File: config.mk
export PLATFORM = sky130hd
export DESIGN_NAME = muldiv_unit_flat
export DESIGN_NICKNAME = d
export VERILOG_FILES = /design/src/rtl/muldiv_unit_if.sv /design/src/rtl/muldiv_unit.sv /design/src/flat_wrapper.sv
export SDC_FILE = /design/constraint.sdc
export NUM_CORES = 1
export LEC_CHECK = 0
export ABC_AREA = 0
export BUFFER_PORTS_ARGS = -buffer_cell sky130_fd_sc_hd__buf_4
export CORE_UTILIZATION = 25
export DETAILED_ROUTE_END_ITERATION = 10
export PLACE_DENSITY = 0.5
export SETUP_SLACK_MARGIN = 0.05
export SYNTH_ARGS = -nofsm -noshare
export SYNTH_HDL_FRONTEND = slang
export SYNTH_SLANG_ARGS = --single-unit
export TNS_END_PERCENT = 1
File: constraint.sdc
create_clock -name clk -period 7.5 [get_ports clk]
set_input_delay 1.5 -clock clk [delete_from_list [all_inputs] [get_ports clk]]
set_output_delay 1.5 -clock clk [all_outputs]
set_load 0.03 [all_outputs]
File: src/rtl/muldiv_unit_if.sv
// Request/response bundle between the core and the M-extension unit.
// The core drives start/op/operands; the unit answers with busy/done/result.
interface muldiv_unit_if #(
    parameter int XLEN = 32
);
    logic            start;
    logic [3:0]      alu_ctrl;
    logic [XLEN-1:0] operand_a;
    logic [XLEN-1:0] operand_b;
    logic            busy;
    logic            done;
    logic [XLEN-1:0] result;

    modport master (
        output start, alu_ctrl, operand_a, operand_b,
        input  busy, done, result
    );

    modport slave (
        input  start, alu_ctrl, operand_a, operand_b,
        output busy, done, result
    );
endinterface

File: src/rtl/muldiv_unit.sv
// Iterative RV32M multiply/divide unit: 32 shift steps, one fix-up cycle,
// one done cycle. A single 64-bit accumulator serves both MUL and DIV/REM.
module muldiv_unit #(
    parameter int XLEN = 32
) (
    input  logic         clk,
    input  logic         rst,
    muldiv_unit_if.slave bus
);
    localparam logic [3:0] OP_MUL  = 4'b1010;
    localparam logic [3:0] OP_DIV  = 4'b1011;
    localparam logic [3:0] OP_DIVU = 4'b1100;
    localparam logic [3:0] OP_REM  = 4'b1101;
    localparam logic [3:0] OP_REMU = 4'b1110;
    localparam int         CW      = $clog2(XLEN);

    localparam logic [XLEN-1:0] ONES = {XLEN{1'b1}};
    localparam logic [XLEN-1:0] MINV = {1'b1, {(XLEN-1){1'b0}}};
    localparam logic [CW-1:0]   LAST = {CW{1'b1}};

    typedef enum logic [1:0] {
        IDLE,
        CALC,
        FIX,
        DONE
    } state_t;

    state_t            state_q, state_d;
    logic [3:0]        op_q, op_d;
    logic [XLEN-1:0]   a_q, a_d;
    logic [XLEN-1:0]   b_q, b_d;
    logic [CW-1:0]     cnt_q, cnt_d;
    logic [2*XLEN-1:0] acc_q, acc_d;
    logic [XLEN-1:0]   result_q, result_d;

    function automatic logic [XLEN-1:0] mag(
        input logic [XLEN-1:0] v,
        input logic            sgn
    );
        return (sgn && v[XLEN-1]) ? -v : v;
    endfunction

    function automatic logic op_valid(input logic [3:0] op);
        return (op >= OP_MUL) && (op <= OP_REMU);
    endfunction

    logic            signed_op;
    logic            in_signed;
    logic [XLEN-1:0] b_mag;
    logic [XLEN:0]   mul_sum;
    logic [XLEN:0]   rem_sh;
    logic [XLEN-1:0] rem_sub;
    logic            can_sub;
    logic [XLEN-1:0] quo;
    logic [XLEN-1:0] rem;
    logic            b_zero;
    logic            ovf;
    logic [XLEN-1:0] fix_val;

    // Per-step datapath for the shift-add multiply and restoring divide.
    always_comb begin
        signed_op = (op_q == OP_DIV) || (op_q == OP_REM);
        in_signed = (bus.alu_ctrl == OP_DIV) || (bus.alu_ctrl == OP_REM);
        b_mag     = mag(b_q, signed_op);
        mul_sum   = {1'b0, acc_q[2*XLEN-1:XLEN]}
                  + (acc_q[0] ? {1'b0, a_q} : '0);
        rem_sh    = acc_q[2*XLEN-1:XLEN-1];
        can_sub   = rem_sh >= {1'b0, b_mag};
        rem_sub   = acc_q[2*XLEN-2:XLEN-1] - b_mag;
        quo       = acc_q[XLEN-1:0];
        rem       = acc_q[2*XLEN-1:XLEN];
        b_zero    = (b_q == '0);
        ovf       = (a_q == MINV) && (b_q == ONES);
    end

    // Sign correction and RISC-V special cases applied in FIX.
    always_comb begin
        fix_val = quo;
        unique case (1'b1)
            op_q == OP_MUL:  fix_val = quo;
            op_q == OP_DIVU: fix_val = b_zero ? ONES : quo;
            op_q == OP_REMU: fix_val = b_zero ? a_q : rem;
            op_q == OP_DIV: begin
                if (b_zero)
                    fix_val = ONES;
                else if (ovf)
                    fix_val = MINV;
                else
                    fix_val = (a_q[XLEN-1] ^ b_q[XLEN-1]) ? -quo : quo;
            end
            op_q == OP_REM: begin
                if (b_zero)
                    fix_val = a_q;
                else if (ovf)
                    fix_val = '0;
                else
                    fix_val = a_q[XLEN-1] ? -rem : rem;
            end
            default: fix_val = quo;
        endcase
    end

    // Next-state logic: accept, iterate, fix up, report.
    always_comb begin
        state_d  = state_q;
        op_d     = op_q;
        a_d      = a_q;
        b_d      = b_q;
        cnt_d    = cnt_q;
        acc_d    = acc_q;
        result_d = result_q;
        case (state_q)
            IDLE: begin
                if (bus.start && op_valid(bus.alu_ctrl)) begin
                    op_d    = bus.alu_ctrl;
                    a_d     = bus.operand_a;
                    b_d     = bus.operand_b;
                    cnt_d   = '0;
                    state_d = CALC;
                    if (bus.alu_ctrl == OP_MUL)
                        acc_d = {{XLEN{1'b0}}, bus.operand_b};
                    else
                        acc_d = {{XLEN{1'b0}},
                                 mag(bus.operand_a, in_signed)};
                end
            end
            CALC: begin
                if (op_q == OP_MUL)
                    acc_d = {mul_sum, acc_q[XLEN-1:1]};
                else if (can_sub)
                    acc_d = {rem_sub, acc_q[XLEN-2:0], 1'b1};
                else
                    acc_d = {acc_q[2*XLEN-2:0], 1'b0};
                cnt_d = cnt_q + 1'b1;
                if (cnt_q == LAST)
                    state_d = FIX;
            end
            FIX: begin
                result_d = fix_val;
                state_d  = DONE;
            end
            DONE: state_d = IDLE;
            default: state_d = IDLE;
        endcase
    end

    // State registers with synchronous reset that also aborts a running op.
    always_ff @(posedge clk) begin
        if (rst) begin
            state_q  <= IDLE;
            op_q     <= '0;
            a_q      <= '0;
            b_q      <= '0;
            cnt_q    <= '0;
            acc_q    <= '0;
            result_q <= '0;
        end else begin
            state_q  <= state_d;
            op_q     <= op_d;
            a_q      <= a_d;
            b_q      <= b_d;
            cnt_q    <= cnt_d;
            acc_q    <= acc_d;
            result_q <= result_d;
        end
    end

    // Handshake outputs decoded from state.
    always_comb begin
        bus.busy   = (state_q != IDLE);
        bus.done   = (state_q == DONE);
        bus.result = result_q;
    end
endmodule
File: src/flat_wrapper.sv
// flat-port wrapper written by rule: the top's interface ports become plain ports
module muldiv_unit_flat 
#(
    parameter int XLEN = 32
)
  (clk, rst, bus_start, bus_alu_ctrl, bus_operand_a, bus_operand_b, bus_busy, bus_done, bus_result);
  muldiv_unit_if #(.XLEN(XLEN)) bus_i ();
  input  logic clk;
  input  logic rst;
  input wire logic [$bits(bus_i.start)-1:0] bus_start;
  input wire logic [$bits(bus_i.alu_ctrl)-1:0] bus_alu_ctrl;
  input wire logic [$bits(bus_i.operand_a)-1:0] bus_operand_a;
  input wire logic [$bits(bus_i.operand_b)-1:0] bus_operand_b;
  output wire logic [$bits(bus_i.busy)-1:0] bus_busy;
  output wire logic [$bits(bus_i.done)-1:0] bus_done;
  output wire logic [$bits(bus_i.result)-1:0] bus_result;
  assign bus_i.start = bus_start;
  assign bus_i.alu_ctrl = bus_alu_ctrl;
  assign bus_i.operand_a = bus_operand_a;
  assign bus_i.operand_b = bus_operand_b;
  assign bus_busy = bus_i.busy;
  assign bus_done = bus_i.done;
  assign bus_result = bus_i.result;
  muldiv_unit #(.XLEN(XLEN)) u_core (.clk(clk), .rst(rst), .bus(bus_i));
endmodule
==> metrics, run 1 <==
Port Buffer Count about 100; row count 90; Synth async-reset ratio 0%; Avg Cell Area, Syn 6.98 µm²; largest net degree at the start of global routing 74; Starting Density around a quarter; Clock Tree Root clkbuf_16; residual DRC count 0; Tightest Pin Transition 1.01 ns; postcts setup bufs 0; HP Class flip-flop to flip-flop; Mapped Cells between 2,000 and 2,500; top_reg_cell synth dfxtp_1; First-pass DRT Iterations 6; P_leak 6.52 nW; Clock transition at path regs 0.07 ns; fin worst setup slack 1.92 ns; TritonCTS Buffers 17; CTS Buffer Depth 2; Max Slew Vio Count 0; met3 Usage GRT 4.87%; gr ovfl total 0; synthesis-stage register bit count ~170; DR vias roughly 17,000; share of post-route cells with drive strength above 1 9.14%; Power Dens Cells 423 nW/µm²; via/cell ratio 5.68; Post-CTS Resized 0; total die area 62,700 µm²; Clk Latency, worst-skew pair 0.50 ns; outcome finished clean; Yosys Warn Count 0; met2 global-route usage 32.4%; WS Path Type flip-flop to flip-flop; EDFF count, synth 0; initial detailed-routing violation count about 1,500; critical-path cell list nor3_1, nand3_1, nor2_1, nand2_1, nor2_1, nand2_1, nor2_1, a21oi_1, xnor2_1, ha_1, and4_1, nor4bb_1, and3_1, a311oi_1, nand2_1, a21oi_4, buf_4, nor4_1, a311o_1, a22o_1; grt peak-use layer met2; die height ~250 µm; cts hold-fix bufs 0; Max-slew headroom approximately 33%; slowest cell on the critical path a21oi_4; met1 Use GR 28.2%; CP required about 8 ns; max incr delay on CP 0.56 ns; final WL 67,800 µm; final-stage net count around 2,300; DP HPWL approximately 53,000 µm; Max-cap violations 0; min Tclk post-route around 5.6 ns; antenna violations before repair 2; synthesized area 15,400 µm²; Antenna Nets Post-Route 0; diode count 0; endpoints failing hold 0; number of global-route vias before repair 15,800; final period utilization 74.4%; die width 250 µm; startpoint class of the critical path flip-flop; CTS H-tree lvls 4; GPL Wtd Cong 0.933; FMAX 179 MHz; CP arrival a little under 6 ns; # fillers 6,668; sequential area share after synthesis about 22%; Buf/Inv on CP 1; worst vdd rail ir drop 0.403 mV; CTS tree built; Final setup viols 0; Total GRT Usage between 20% and 30%; pre-CTS setup slack 2.07 ns; crit path capture type flip-flop; CTS sink count 171; Worst Skew 0.0127 ns; CORE AREA 60,700 µm²; critical-path maximum fanout 29; post-synth cell types 103; synthesized net count about 2,400; cell type group with the largest total delay on the critical path simple AND/OR/NAND/NOR gates; post-route setup TNS 0 ns; synthesis-to-finish area growth 12.1%; WL/cell 22.7 µm; I/O pin cnt 105; RSZ-0062 raised after global routing no; first-pass GRT wire length 99,900 µm
## cell type report
type	count	area, µm²	area share, %
clock buffers	17	425	2.46
inverters	34	128	0.738
clock inverters	14	111	0.644
well taps	782	978	5.66
repair buffers	127	953	5.52
multi-input cells	1846	11300	65.2
flip-flops and latches	171	3420	19.8
## layout by cell type, fill, tap and decap left out, types with 9 or more instances in the layout
cell | synthesis | layout
o211ai_1 | 46 | 46
inv_1 | 33 | 33
and2_1 | 47 | 46
a211oi_1 | 50 | 50
o221ai_1 | 10 | 10
or4_1 | 11 | 10
ha_1 | 76 | 74
o41ai_1 | 10 | 10
a311oi_1 | 26 | 26
xnor2_1 | 58 | 57
nand3b_1 | 9 | 9
nand2b_1 | 19 | 19
nand4_1 | 18 | 18
buf_4 | 1 | 127
nor4_1 | 19 | 18
o21ai_0 | 124 | 124
o21bai_1 | 14 | 14
nand2_1 | 369 | 369
a22oi_1 | 14 | 14
a21o_1 | 39 | 39
dfxtp_1 | 171 | 171
nor3_1 | 59 | 59
o21ai_1 | 10 | 10
nand3_1 | 47 | 47
nor2b_1 | 10 | 10
a31oi_1 | 20 | 20
nor2_1 | 207 | 206
clkbuf_16 | 0 | 17
a21oi_1 | 251 | 250
o31ai_1 | 24 | 24
and4_1 | 10 | 10
xor2_1 | 64 | 64
or3_1 | 18 | 18
and3_1 | 19 | 19
## sequential cells by signal (all words and copies together) (netlist names)
signal,cells
u_core.a_q,32
u_core.acc_q,64
u_core.b_q,32
u_core.bus.result,32
u_core.cnt_q,5
u_core.op_q,4
u_core.state_q,2
## kinds of logic (layout without fill, tap and decap cells)
| group | count (synthesis) | count (layout) | share of synthesized area [%] |
|---|---|---|---|
| and+or+nand+nor | 909 | 909 | 28.4 |
| xor gates and xnor gates | 122 | 122 | 6.93 |
| DFF | 171 | 171 | 22.2 |
| buffers and inverters | 191 | 192 | 5.10 |
| AOI/OAI and AO/OA | 729 | 729 | 30.4 |
| muxes | 7 | 7 | 0.454 |
| adders and majority gates | 79 | 79 | 6.49 |
## synth_stat cells (all sizes together) (20+ instances only)
master / n / area [µm²]
nand2: 372 / 1420
a21oi: 252 / 1260
nor2: 208 / 783
dfxtp: 171 / 3420
o21ai: 136 / 696
clkbuf: 132 / 497
ha: 76 / 951
xor2: 64 / 561
nor3: 61 / 322
xnor2: 58 / 508
a211oi: 52 / 400
and2: 48 / 303
nand3: 47 / 235
o211ai: 47 / 358
a21o: 39 / 293
inv: 33 / 124
a311oi: 26 / 228
buf: 25 / 163
nor4: 24 / 199
o31ai: 24 / 180
a31oi: 20 / 125
## routing by layer
layer / up-vias / part of all wire (%)
li1: 8012 / -
met1: 8219 / 45
met2: 631 / 44
met3: 110 / 7.6
met4: 2 / 3.9
met5: - / 0.021
## tightest hold or removal path: stages, from the launching register on
cell	delay [ns]
dfxtp_1	0.31
nand2_1	0.05
nand2_1	0.04
## where the power goes
part | total (mW) | internal, mW | switching, mW
clock | 0.862 | 0.428 | 0.435
combinational | 4.97 | 1.74 | 3.23
sequential | 1.48 | 1.07 | 0.405
total | 7.31 | 3.24 | 4.07
## metrics by stage
| step | cells | utilization (%) | power [mW] | instance area [µm²] | hold slack [ns] |
|---|---|---|---|---|---|
| 2_1_floorplan | 2208 | - | 4.94 | 15400 | 0.445 |
| 3_3_place_gp | 2960 | 27.6 | 6.36 | 16700 | 0.433 |
| 3_5_place_dp | 2960 | 27.6 | 6.39 | 16700 | 0.439 |
| 4_1_cts | 2991 | 28.5 | 7.27 | 17300 | 0.448 |
| 5_1_grt | 2991 | 28.5 | 7.85 | 17300 | 0.469 |
| 6_report | 2991 | 28.5 | 7.31 | 17300 | 0.440 |
## worst paths after layout
kind	start	to	slack [ns]	cells after the start
max	u_core.b_q[2]	u_core.acc_q[56]	1.92	20
min reg2reg	u_core.bus.result[6]	u_core.bus.result[6]	0.44	2
min	u_core.bus.result[6]	u_core.bus.result[6]	0.44	2
max reg2reg	u_core.b_q[2]	u_core.acc_q[56]	1.92	20
No activity file was read; power rests on OpenSTA's default activity.
==> inputs of run 2 (changes only) <==
Clock period 7.5 ns to 5.75 ns, I/O delays scaled along.
==> run 2 against run 1 <==
Final area rose by 0.70%. Clock power increased by 37%. Power up 33%. Largest power group unchanged. Flip-flop and latch count stayed put. Via count is essentially flat. Core utilization up 0.20 points. Clock skew about the same. Worst hold slack better by 0.0023 ns. Setup slack worse by 1.3 ns. Critical path depth shrank 2. Routed wire length increased by 0.15%.
==> metrics, run 2 (same netlist as run 1, synthesis figures left out) <==
outcome finished clean; postcts setup bufs 0; hold slack about 0.44 ns; gr ovfl total 0; Worst Skew 0.0124 ns; Port Buffer Count 104; CP arrival around 5.5 ns; DR vias 17,000; WS Path Type flip-flop to flip-flop; post-route setup TNS 0 ns; hold wc startpoint u_core.bus.result[6]; most frequent cells in the layout nand2_1 (369), a21oi_1 (250), nor2_1 (206), dfxtp_1 (171), buf_4 (136); RSZ-0062 raised after global routing no; Clock transition at path regs 0.07 ns; DP HPWL 53,200 µm; critical-path maximum fanout 34; Cells after DPL 2,970; GPL Wtd Cong 0.931; cts hold-fix bufs 0; Setup crit start u_core.b_q[13]; final core occ about 29%; fin cells 3,002; die width around 250 µm; number of global-route vias before repair 15,900; FF-to-FF Start u_core.b_q[13]; WL/cell approximately 23 µm; residual DRC count 0; Tightest Pin Transition 1.07 ns; worst vdd rail ir drop 0.593 mV; CORE AREA 60,700 µm²; Clk Latency, worst-skew pair approximately 0.47 ns; P_leak 6.59 nW; Antenna Nets Post-Route 0; CP required approximately 6.1 ns; endpoints failing hold 0; diode count 0; CTS sink count 171; synthesis-to-finish area growth 12.9%; Max Slew Vio Count 0; CTS H-tree lvls 4; initial detailed-routing violation count about 1,700; slowest cell on the critical path or4_4; HP Class flip-flop to flip-flop; FMAX roughly 200 MHz; TritonCTS Buffers 17; critical-path cell list or4_4, nor4_4, nor4b_4, and3b_2, inv_1, o21ai_0, xor2_1, ha_1, and4_1, nor4bb_1, buf_4, and3_1, a311oi_1, nand2_1, a21oi_4, buf_12, o211ai_1, a32o_1; CTS tree built; Buf/Inv on CP 3; startpoint class of the critical path flip-flop; Max-slew headroom 28.4%; share of post-route cells with drive strength above 1 9.59%; max incr delay on CP 0.60 ns; I/O pin cnt between 100 and 150; crit path capture type flip-flop; Max-cap violations 0; Starting Density between 20% and 30%; most common cell after layout, fill and taps aside nand2_1; first-pass GRT wire length 101,000 µm; Reg with most FFs u_core.acc_q; largest net degree at the start of global routing between 70 and 80; Total GRT Usage 21.2%; final-stage net count about 2,400; # fillers 6,720; Clock Tree Root clkbuf_16; Post-CTS Resized 0; final WL around 68,000 µm; First-pass DRT Iterations 5; Final setup viols 0; cell type group with the largest total delay on the critical path simple AND/OR/NAND/NOR gates; Power Dens Cells 557 nW/µm²; die height between 200 and 300 µm; via/cell ratio 5.65; row count 90; FF-to-FF setup slack 0.66 ns; max reg flops 64; min Tclk post-route 5.09 ns; total die area 62,700 µm²; CTS Buffer Depth 2; final period utilization between 80% and 90%; antenna violations before repair 1
run 2: layer usage:
layer | GRT usage (%) | vias up | share of wire, % | wire (µm)
met5 | 0 | - | 0.034 | 23
met1 | 29.7 | 8163 | 46 | 31100
met2 | 32.7 | 635 | 44 | 29900
met4 | 7.40 | 2 | 3.2 | 2180
met3 | 3.52 | 106 | 7.1 | 4820
li1 | - | 8057 | - | -
run 2: worst paths after layout:
kind / endpoint / cells after the start
worst min register to register: u_core.bus.result[6] / 2
worst max-delay path: u_core.acc_q[50] / 18
worst max register to register: u_core.acc_q[50] / 18
worst min-delay path: u_core.bus.result[6] / 2
run 2: where the power goes:
part	total (mW)	switching [mW]	internal, mW
Clock	1.18	0.590	0.585
Combinational	6.59	4.20	2.39
Sequential	1.93	0.528	1.40
Total	9.69	5.32	4.37
run 2: worst reg2reg max path, cell delays in order (launching register included):
cell and delay [ns]:
dfxtp_1 0.38, or4_4 0.61, nor4_4 0.23, nor4b_4 0.36, and3b_2 0.29, inv_1 0.06, o21ai_0 0.18, xor2_1 0.20
ha_1 0.37, and4_1 0.24, nor4bb_1 0.12, buf_4 0.17, and3_1 0.17, a311oi_1 0.32, nand2_1 0.19, a21oi_4 0.42
buf_12 0.25, o211ai_1 0.12, a32o_1 0.31
run 2: final cells by class:
class,count,area (µm²),area share [%]
clock buffers,18,439,2.52
clock inverters,14,131,0.755
inverters,34,128,0.733
multi-input cells,1846,11300,64.7
flip-flops and latches,171,3420,19.7
well taps,782,978,5.62
repair buffers,137,1040,5.98
run 2: per-stage QoR:
stage | power (mW) | cell area (µm²) | worst slack [ns]
2_1_floorplan | 6.44 | 15400 | 1.37
3_3_place_gp | 8.41 | 16800 | 0.823
3_5_place_dp | 8.44 | 16800 | 0.744
4_1_cts | 9.65 | 17400 | 0.719
5_1_grt | 10.4 | 17400 | 0.257
6_report | 9.69 | 17400 | 0.662
